===== config.mk =====
export PLATFORM = sky130hd
export DESIGN_NAME = prince_nf_round_ctrl
export DESIGN_NICKNAME = d
export VERILOG_FILES = /design/src/rtl/prince_nf_round_ctrl.sv
export SDC_FILE = /design/constraint.sdc
export NUM_CORES = 1
export LEC_CHECK = 0
export BUFFER_PORTS_ARGS = -buffer_cell sky130_fd_sc_hd__buf_2
export CAP_MARGIN = 25
export CORE_MARGIN = 1.5
export CORE_UTILIZATION = 48
export DETAILED_ROUTE_END_ITERATION = 8
export HOLD_SLACK_MARGIN = 0.06
export PLACE_DENSITY = 0.74
export REMOVE_ABC_BUFFERS = 1
export SYNTH_ARGS = -nofsm -noshare
export SYNTH_HDL_FRONTEND = slang
export SYNTH_SLANG_ARGS = --single-unit

===== constraint.sdc =====
create_clock -name clk -period 2.25 [get_ports clk]
set_input_delay 0.45 -clock clk [delete_from_list [all_inputs] [get_ports clk]]
set_output_delay 0.45 -clock clk [all_outputs]
set_load 0.01 [all_outputs]

===== src/rtl/prince_nf_round_ctrl.sv =====
// Purpose: round/stage sequencer for the 3-share PRINCE core (load, 12 S-box layers, whitening).
// Latency: start sampled in IDLE -> LOAD next cycle -> 12*NSTAGE RUN cycles -> one FIN cycle (done).
// Backpressure: none; start is ignored while busy and is not queued.
module prince_nf_round_ctrl #(
  parameter int NSTAGE = 3
) (
  input  logic       clk,
  input  logic       rst_n,
  input  logic       start,
  output logic       busy,
  output logic       done,
  output logic       load_en,
  output logic       state_en,
  output logic [1:0] stage_sel,
  output logic [3:0] layer_idx,
  output logic       inv_sel,
  output logic [1:0] lin_mode,
  output logic [3:0] rc_idx,
  output logic       whiten_en
);

  typedef enum logic [1:0] {
    S_IDLE = 2'd0,
    S_LOAD = 2'd1,
    S_RUN  = 2'd2,
    S_FIN  = 2'd3
  } state_t;

  localparam logic [1:0] LAST_STAGE = 2'(NSTAGE - 1);
  localparam logic [3:0] LAST_LAYER = 4'd11;

  // Linear-layer mode encodings
  localparam logic [1:0] LIN_NONE = 2'd0;
  localparam logic [1:0] LIN_FWD  = 2'd1;
  localparam logic [1:0] LIN_MID  = 2'd2;
  localparam logic [1:0] LIN_INV  = 2'd3;

  state_t     state_q;
  state_t     state_d;
  logic [1:0] stage_q;
  logic [3:0] layer_q;
  logic       last_stage;
  logic       last_layer;

  assign last_stage = (stage_q == LAST_STAGE);
  assign last_layer = (layer_q == LAST_LAYER);

  // State register; reset drops straight to IDLE so every decoded output clears at once
  always_ff @(posedge clk or negedge rst_n) begin
    if (!rst_n) begin
      state_q <= S_IDLE;
    end else begin
      state_q <= state_d;
    end
  end

  // Next-state: one-cycle LOAD and FIN around the RUN sweep; start only matters in IDLE
  always_comb begin
    state_d = state_q;
    unique case (state_q)
      S_IDLE: if (start) state_d = S_LOAD;
      S_LOAD: state_d = S_RUN;
      S_RUN:  if (last_stage && last_layer) state_d = S_FIN;
      S_FIN:  state_d = S_IDLE;
      default: state_d = S_IDLE;
    endcase
  end

  // Stage/layer counters advance only in RUN and sit at zero otherwise, so LOAD enters RUN at 0/0
  always_ff @(posedge clk or negedge rst_n) begin
    if (!rst_n) begin
      stage_q <= 2'd0;
      layer_q <= 4'd0;
    end else if (state_q == S_RUN) begin
      if (last_stage) begin
        stage_q <= 2'd0;
        layer_q <= last_layer ? 4'd0 : layer_q + 4'd1;
      end else begin
        stage_q <= stage_q + 2'd1;
      end
    end else begin
      stage_q <= 2'd0;
      layer_q <= 4'd0;
    end
  end

  // Output decode from state and counters only; start never reaches an output combinationally
  always_comb begin
    busy      = 1'b0;
    done      = 1'b0;
    load_en   = 1'b0;
    state_en  = 1'b0;
    stage_sel = 2'd0;
    layer_idx = 4'd0;
    inv_sel   = 1'b0;
    lin_mode  = LIN_NONE;
    rc_idx    = 4'd0;
    whiten_en = 1'b0;
    unique case (state_q)
      S_IDLE: begin
      end
      S_LOAD: begin
        busy     = 1'b1;
        load_en  = 1'b1;
        state_en = 1'b1;
      end
      S_RUN: begin
        busy      = 1'b1;
        state_en  = 1'b1;
        stage_sel = stage_q;
        layer_idx = layer_q;
        inv_sel   = (layer_q >= 4'd6);
        // Linear layer and key/RC add happen only as the layer's last stage is registered
        if (last_stage) begin
          if (layer_q <= 4'd4) begin
            lin_mode = LIN_FWD;
            rc_idx   = layer_q + 4'd1;
          end else if (layer_q == 4'd5) begin
            lin_mode = LIN_MID;
          end else if (layer_q <= 4'd10) begin
            lin_mode = LIN_INV;
            rc_idx   = layer_q;
          end
        end
      end
      S_FIN: begin
        busy      = 1'b1;
        done      = 1'b1;
        state_en  = 1'b1;
        whiten_en = 1'b1;
        rc_idx    = 4'd11;
      end
      default: begin
      end
    endcase
  end

endmodule


==> metrics.yaml, run 1 <==
power_and_ir_drop:
  power_frac_comb: 0.557
  powerDensity_nw_per_um2: 849.7
  p_int_w: 0.0004347
  peakVddDrop_v: 0.0005733
  p_clk_frac: 0.145
  pwr-share-seq: 0.297
  p_sw_frac: 0.4217
  p_leak_nw: 0.4585
  p_switching_w: 0.0003169
timing:
  setup_tns_ns: 0
  fin_skew_ns: 0.003936
  slew_headroom: 0.6760
  tightest_slew_ns: 0.4861
  rsz0062_at_grt: "true"
  fin_hold_ws_ns: 0.4798
  finalCritPeriodShare: 0.9597
  period_needed_ns: 2.159
  setup_viol: 0
  hold_viol_final: 0
  fmax_mhz: 463.1
  maxSlewViolCount: 0
  fin_ws_ns: 0.09069
synthesis:
  synth_compound_gate_area_share: 0.1990
  synth-simple-area-share: 0.2395
  synth_edf_count: 0
  syn_area_per_cell_sq_um: 8.729
  ys_warn_count: 0
  ys_ff_latch: 8
  synthTopCellsByArea: "dfrtp_1 (27%), ha_1 (13%), and2_1 (5.1%)"
  synth_xor_area_frac: 0
  synth_flop_cell: "dfrtp_1"
  syn_inst: 85
  yosysUniqueCellTypes: 35
  synth_mux_area_frac: 0.04216
  async_reset_ff_frac: 1.000
  synth_top_family_by_area: "simple AND/OR/NAND/NOR gates"
  yosysSeqAreaShare: 0.2698
  synth_area_sq_um: 742.0
  synthAdderAreaFrac: 0.1349
  yosysTopAreaCell: "dfrtp_1"
  synth_top_area_frac: 0.2698
routing:
  vias: 662
  via_per_inst: 5.426
  first_pass_iters: 4
  drtAntennaViolNets: 0
  drt_iter0_markers: 9
  avgRoutedWirePerCell_um: 12.23
  routed_wirelength_mm: 1.492
  drc_errors: 0
floorplan:
  core-area_sq_um: 1471
  dieWidth_um: 42.32
  die_h_um: 42.32
  io_pins: 21
  dieArea_sq_um: 1791
  start_util: 0.5043
  rows: 14
layout:
  drive_above_1_share: 0.3396
  nNetsFinal: 119
  finalNonFillerCells: 122
  final_common_cell: "buf_2"
  areaGrowthSynthToFinish_pct: 19.22
  diodes: 0
  fin_area_sq_um: 884.6
  fillers: 146
  final_cell_mix: "buf_2 (20), ha_1 (8), inv_1 (7)"
place:
  placed_cells: 115
  gp_congestion: 0.8375
  dp_hpwl_mm: 1.088
  dp_slack_ns: 0.2657
  io_buffers: 20
  place_area_sq_um: 818.3
setup_path:
  cp_max_fo: 14
  required_ns: 1.80
  critical_path_class: "reg2out"
  end_kind: "primary output"
  cp-startpoint: "layer_q[0]"
  worstPathArrival_ns: 1.71
  r2r_start: "state_q[0]"
  start_kind: "flip-flop"
clocking:
  cts_buffer_depth: 2
  numCtsBuffers: 3
  cts_tree: "built"
  clock_sinks: 8
  clk_root_buffer_cell: "clkbuf_4"
  clk_latency_ns: 0.25
  htree_levels: 1
  path_clk_slew_ns: 0.06
hold_path:
  worst_hold_startpoint: "stage_q[0]"
  holdCritPathClass: "reg2reg"
global_routing:
  grt_max_degree: 17
  grt_pass1_vias: 567
  gr-usage-all-layers: 0.1761
  antenna_found_initial: 0
  gr-total-overflow: 0
  grt_pass1_wl_mm: 2.387
job:
  maxCapViolCount: 0
status:
  outcome: "finished clean"
logic make-up after synthesis:
family                     count (synthesis)
AOI/OAI and AO/OA                         19
adders and majority gates                  8
buffers and inverters                     16
DFF                                        8
muxes                                      3
and+or+nand+nor                           31
worst max-delay path: stages, from the launching register on:
cell      delay, ns
dfrtp_2        0.48
inv_1          0.07
ha_1           0.32
a211oi_2       0.20
a311oi_1       0.08
o21bai_1       0.16
buf_2          0.14
path summary, 6_finish.rpt:
path / to / slack [ns] / cells after the start
setup / recovery: rc_idx[1] / 0.09 / 6
hold / removal: stage_q[0] / 0.48 / 1
setup reg to reg: state_q[1] / 0.40 / 6
hold reg to reg: stage_q[0] / 0.48 / 1
max in group asynchronous: layer_q[1] / 1.50 / 2
min in group asynchronous: stage_q[0] / 0.57 / 2
routing by layer:
metal  track usage  share of wire  vias to the layer above
met1        0.2213           0.47                      309
met3       0.01293          0.029                        4
li1              -              -                      332
met4        0.1313          0.017                        0
met2        0.2800           0.49                       17
met5             0              0                        -
repair_timing:
item,CTS,global route
setup buffers,0,3
cloned,0,0
resized for setup,1,2
endpoints found under the hold margin,8,0
hold buffers,1,0
endpoints found under the setup margin,1,2
registers in the layout, indices dropped and copies added (netlist names):
name / cells
stage_q: 2
layer_q: 4
state_q: 2
power by group through the flow:
stage                     clock network (W)  logic, W  registers, W
final                              0.000109  0.000419      0.000224
after global routing               0.000118  0.000468      0.000230
after CTS                          0.000116  0.000417      0.000220
after detailed placement                  0  0.000413      0.000222
after global placement                    0  0.000401      0.000220
after floorplan                           0  0.000284      0.000212
synthesized netlist by cell type (all sizes together) (2+ instances only):
cell type,n
a211o,2
a21oi,2
a311oi,2
and2,6
buf,7
dfrtp,8
ha,8
inv,8
mux2i,2
nand2,5
nand3,3
nand3b,2
nor2,6
nor3,3
nor3b,2
o21ai,5
o21bai,2
through the flow:
| stage | util | total power, W |
|---|---|---|
| final | 0.6012 | 0.0007516 |
| after CTS | 0.5791 | 0.0007530 |
| after detailed placement | 0.5561 | 0.0006357 |
| after global routing | 0.6012 | 0.0008164 |
| after global placement | 0.5561 | 0.0006216 |
| after floorplan | - | 0.0004955 |
area by class of cell:
cell class                 count  area [sq um]  share of cell area
inverter                       9         33.78             0.03819
multi-input combinational     61         465.4              0.5262
clock buffer                   3         22.52             0.02546
timing repair buffer          25         140.1              0.1584
sequential                     8         202.7              0.2291
tap                           16         20.02             0.02263
Power figures use the tool's default switching activity.
==> run 2, diff against run 1 <==
Settings changed: PLACE_DENSITY 0.74 to default, PLACE_DENSITY_LB_ADDON from default to 0.25.
==> metrics.yaml, run 2 (synthesized netlist as in run 1, its figures left out) <==
global_routing:
  antenna_found_initial: 0
  grt_use_met1: 0.2098
  gr-total-overflow: 0
  gr-usage-all-layers: 0.1652
  grt_pass1_wl_mm: 2.256
  grt_pass1_vias: 538
  grtUsageMet3: 0.06466
  gr-max-usage-layer: "met2"
  use_met2: 0.2738
  grt_max_degree: 17
layout:
  drive_above_1_share: 0.3874
  final_cell_mix: "buf_2 (20), buf_4 (9), inv_1 (7), ha_1 (7)"
  areaGrowthSynthToFinish_pct: 24.11
  largest_reg_flops: 4
  final_common_cell: "buf_2"
  top_register: "layer_q"
  nNetsFinal: 124
  fin_area_sq_um: 920.9
  top_regs: "layer_q: 4 flops, stage_q: 2 flops, state_q: 2 flops"
  finalNonFillerCells: 127
  diodes: 0
power_and_ir_drop:
  peakVddDrop_v: 0.0005898
  p_clk_frac: 0.146
  power_frac_comb: 0.565
  power_w: 0.0007545
  p_switching_w: 0.0003084
  p_int_w: 0.0004460
  p_leak_nw: 0.4639
  p_sw_frac: 0.4088
  pwr-share-seq: 0.289
  powerDensity_nw_per_um2: 819.3
timing:
  tightest_slew_ns: 0.5194
  rsz0062_at_grt: "false"
  hold_viol_final: 0
  period_needed_ns: 2.173
  slew_headroom: 0.6537
  fin_hold_ws_ns: 0.4739
  fmax_mhz: 460.2
  finalCritPeriodShare: 0.9657
  setup_viol: 0
  setup_tns_ns: 0
  maxSlewViolCount: 0
  fin_skew_ns: 0.01051
routing:
  routed_wirelength_mm: 1.486
  drtAntennaViolNets: 0
  vias: 692
  via_per_inst: 5.449
  drt_iter0_markers: 14
  avgRoutedWirePerCell_um: 11.70
  first_pass_iters: 4
  drc_errors: 0
floorplan:
  io_pins: 21
  dieArea_sq_um: 1791
  die_h_um: 42.32
  dieWidth_um: 42.32
  core-area_sq_um: 1471
  start_util: 0.5043
  rows: 14
clocking:
  numCtsBuffers: 3
  htree_levels: 1
  clk_root_buffer_cell: "clkbuf_4"
  clock_sinks: 8
  cts_buffer_depth: 2
  clk_latency_ns: 0.26
  path_clk_slew_ns: 0.06
  cts_tree: "built"
setup_path:
  cp-startpoint: "layer_q[0]"
  required_ns: 1.80
  worstPathArrival_ns: 1.72
  r2r_start: "layer_q[0]"
  regToRegSetupSlack_ns: 0.47
  cp-endpoint: "rc_idx[1]"
  critical_path_class: "reg2out"
  end_kind: "primary output"
  r2r_cells: 5
  start_kind: "flip-flop"
  r2r-end: "state_q[1]"
  cp_max_fo: 12
status:
  outcome: "finished clean"
place:
  io_buffers: 20
  dp_hpwl_mm: 1.001
  gp_congestion: 0.7215
  placed_cells: 115
  place_area_sq_um: 818.3
job:
  maxCapViolCount: 0
hold_path:
  holdCritPathClass: "reg2reg"
[run 2: power by group through the flow]
stage | clock network, W | registers [W] | logic (W)
after floorplan | 0 | 0.000212 | 0.000284
final | 0.000110 | 0.000218 | 0.000426
after global placement | 0 | 0.000220 | 0.000403
after CTS | 0.000112 | 0.000219 | 0.000410
after global routing | 0.000124 | 0.000221 | 0.000474
after detailed placement | 0 | 0.000221 | 0.000405
[run 2: area by class of cell]
class                      instances  area [sq um]
clock buffer                       3         22.52
fill                             135         550.5
inverter                           9         33.78
multi-input combinational         61         464.2
sequential                         8         202.7
tap                               16         20.02
timing repair buffer              30         177.7
[run 2: metal layers]
| layer | up-vias | wire length, um |
|---|---|---|
| met5 | - | 0 |
| met4 | 0 | 0 |
| met3 | 0 | 102 |
| met2 | 27 | 682 |
| met1 | 319 | 700 |
| li1 | 346 | - |
[run 2: critical path: stages, from the launching register on]
cell      delay [ns]
dfrtp_2         0.49
buf_4           0.16
or2_4           0.26
a211oi_2        0.21
a311oi_1        0.07
o21bai_1        0.15
buf_2           0.14
[run 2: worst min path at each step]
stage / to / cells after the start / slack, ns / startpoint
after global routing: stage_q[0] / 1 / 0.51 / stage_q[0]
after detailed placement: stage_q[0] / 1 / 0.30 / rst_n
after floorplan: layer_q[0] / 0 / 0.15 / rst_n
final: stage_q[0] / 1 / 0.47 / stage_q[0]
after global placement: stage_q[1] / 1 / 0.30 / rst_n
after CTS: stage_q[0] / 1 / 0.47 / stage_q[0]
[run 2: per-stage QoR]
step	worst slack [ns]	util
5_1_grt	0.001129	0.6259
6_report	0.07724	0.6259
3_5_place_dp	0.2862	0.5561
3_3_place_gp	0.2976	0.5561
2_1_floorplan	0.4135	-
4_1_cts	0.02409	0.5791
[run 2: repair_timing]
item | CTS | global route
hold buffers | 1 | 0
endpoints found under the hold margin | 8 | 0
setup buffers | 0 | 8
pin swaps | 0 | 0
resized for setup | 1 | 3
setup endpoints to repair | 2 | 2
==> run 3, diff against run 2 <==
==> constraint.sdc (replaced) <==
create_clock -name clk -period 2.25 [get_ports clk]
set_input_delay 0.675 -clock clk [delete_from_list [all_inputs] [get_ports clk]]
set_output_delay 0.675 -clock clk [all_outputs]
set_load 0.01 [all_outputs]
==> metrics.yaml, run 3 (synthesized netlist as in run 1, its figures left out) <==
layout:
  nNetsFinal: 126
  fin_area_sq_um: 1007
  drive_above_1_share: 0.4779
  top_regs: "layer_q: 4 flops, stage_q: 2 flops, state_q: 2 flops"
  diodes: 0
  fillers: 125
  top_register: "layer_q"
  largest_reg_flops: 4
  final_common_cell: "buf_2"
  areaGrowthSynthToFinish_pct: 35.75
  finalNonFillerCells: 129
  final_cell_mix: "buf_2 (20), buf_4 (10), and2_1 (6), nor2_1 (6), dfrtp_1 (6)"
  final_util: 0.6845
routing:
  avgRoutedWirePerCell_um: 12.45
  drt_iter0_markers: 8
  routed_wirelength_mm: 1.606
  via_per_inst: 5.380
  first_pass_iters: 4
  vias: 694
  drc_errors: 0
  drtAntennaViolNets: 0
status:
  outcome: "finished, violations left"
  violations: "setup timing"
setup_path:
  worstPathArrival_ns: 1.63
  r2r-end: "state_q[1]"
  cp-startpoint: "layer_q[1]"
  r2r_cells: 4
  r2r_start: "layer_q[3]"
  start_kind: "flip-flop"
  critical_path_class: "reg2out"
  regToRegSetupSlack_ns: 0.52
  end_kind: "primary output"
  cp_max_fo: 4
  required_ns: 1.57
place:
  io_buffers: 20
  dp_slack_ns: 0.1023
  placed_cells: 119
  dp_hpwl_mm: 1.109
  gp_congestion: 0.7374
  place_area_sq_um: 848.3
timing:
  fmax_mhz: 433.1
  hold_viol_final: 0
  setup_viol: 2
  slew_headroom: 0.6875
  fin_skew_ns: 0.003275
  period_needed_ns: 2.309
  fin_hold_ws_ns: 0.2492
  fin_ws_ns: -0.05903
  rsz0062_at_grt: "true"
  finalCritPeriodShare: 1.026
  tightest_slew_ns: 0.4687
  maxSlewViolCount: 0
clocking:
  clock_sinks: 8
  cts_buffer_depth: 2
  cts_hold_repair.buffers: 0
  cts_tree: "built"
  htree_levels: 1
  numCtsBuffers: 3
  path_clk_slew_ns: 0.05
  clk_root_buffer_cell: "clkbuf_4"
  clk_latency_ns: 0.25
global_routing:
  grt_max_degree: 15
  antenna_found_initial: 0
  gr-total-overflow: 0
  gr-usage-all-layers: 0.1912
  grt_pass1_vias: 603
  grt_pass1_wl_mm: 2.573
power_and_ir_drop:
  peakVddDrop_v: 0.0005405
  p_leak_nw: 0.5022
  powerDensity_nw_per_um2: 814.5
floorplan:
  dieWidth_um: 42.32
  die_h_um: 42.32
  core-area_sq_um: 1471
  io_pins: 21
  start_util: 0.5043
  rows: 14
  dieArea_sq_um: 1791
hold_path:
  holdCritPathClass: "in2async"
job:
  maxCapViolCount: 0
## run 3: cell types whose count changed in the layout (fill, tap and decap cells not counted), moves of 2 or more
cell,before,now
ha_4,0,3
buf_6,0,2
inv_2,1,3
inv_1,7,5
ha_1,7,5
## run 3: what timing repair did
item,4_1_cts,5_1_grt
resized for setup,8,9
pin swaps,0,2
setup endpoints to repair,5,5
setup buffers,7,0
## run 3: per-stage QoR
step / power [W] / setup TNS [ns]
floorplan: 0.0004955 / 0
global placement: 0.0006328 / 0
detailed placement: 0.0006423 / 0
CTS: 0.0007927 / -0.07609
global route: 0.0008890 / -0.3189
finish: 0.0008204 / -0.08909
## run 3: power by group
group / internal (W) / switching (W)
Combinational: 0.000241 / 0.000252
Sequential: 0.000179 / 0.0000395
Clock: 0.0000609 / 0.0000476
## run 3: per-layer routing
metal / up-vias / part of all wire / global-route usage
met1: 318 / 0.42 / 0.2180
li1: 352 / - / -
met5: - / 0 / 0
met4: 0 / 0.0087 / 0.05625
met3: 2 / 0.052 / 0.03879
met2: 22 / 0.52 / 0.3538
## run 3: area by class of cell
class	instances	area, sq um	share of cell area
sequential	8	202.7	0.2012
multi-input combinational	61	530.5	0.5267
timing repair buffer	32	197.7	0.1963
inverter	9	33.78	0.03354
clock buffer	3	22.52	0.02236
tap	16	20.02	0.01988
## run 3: how the worst max path moves through the flow
stage	to	slack, ns	cells past startpoint
2_1_floorplan	lin_mode[0]	0.19	4
3_3_place_gp	rc_idx[0]	0.14	7
3_5_place_dp	rc_idx[0]	0.10	7
4_1_cts	rc_idx[1]	-0.03	6
5_1_grt	rc_idx[1]	-0.11	4
6_report	rc_idx[0]	-0.06	7
## run 3: critical path: stages (launching register included)
cell and delay (ns):
dfrtp_2 0.43, inv_2 0.11, ha_4 0.17, inv_2 0.04, a31oi_2 0.18, nor3_2 0.05
a211o_1 0.26, buf_2 0.13
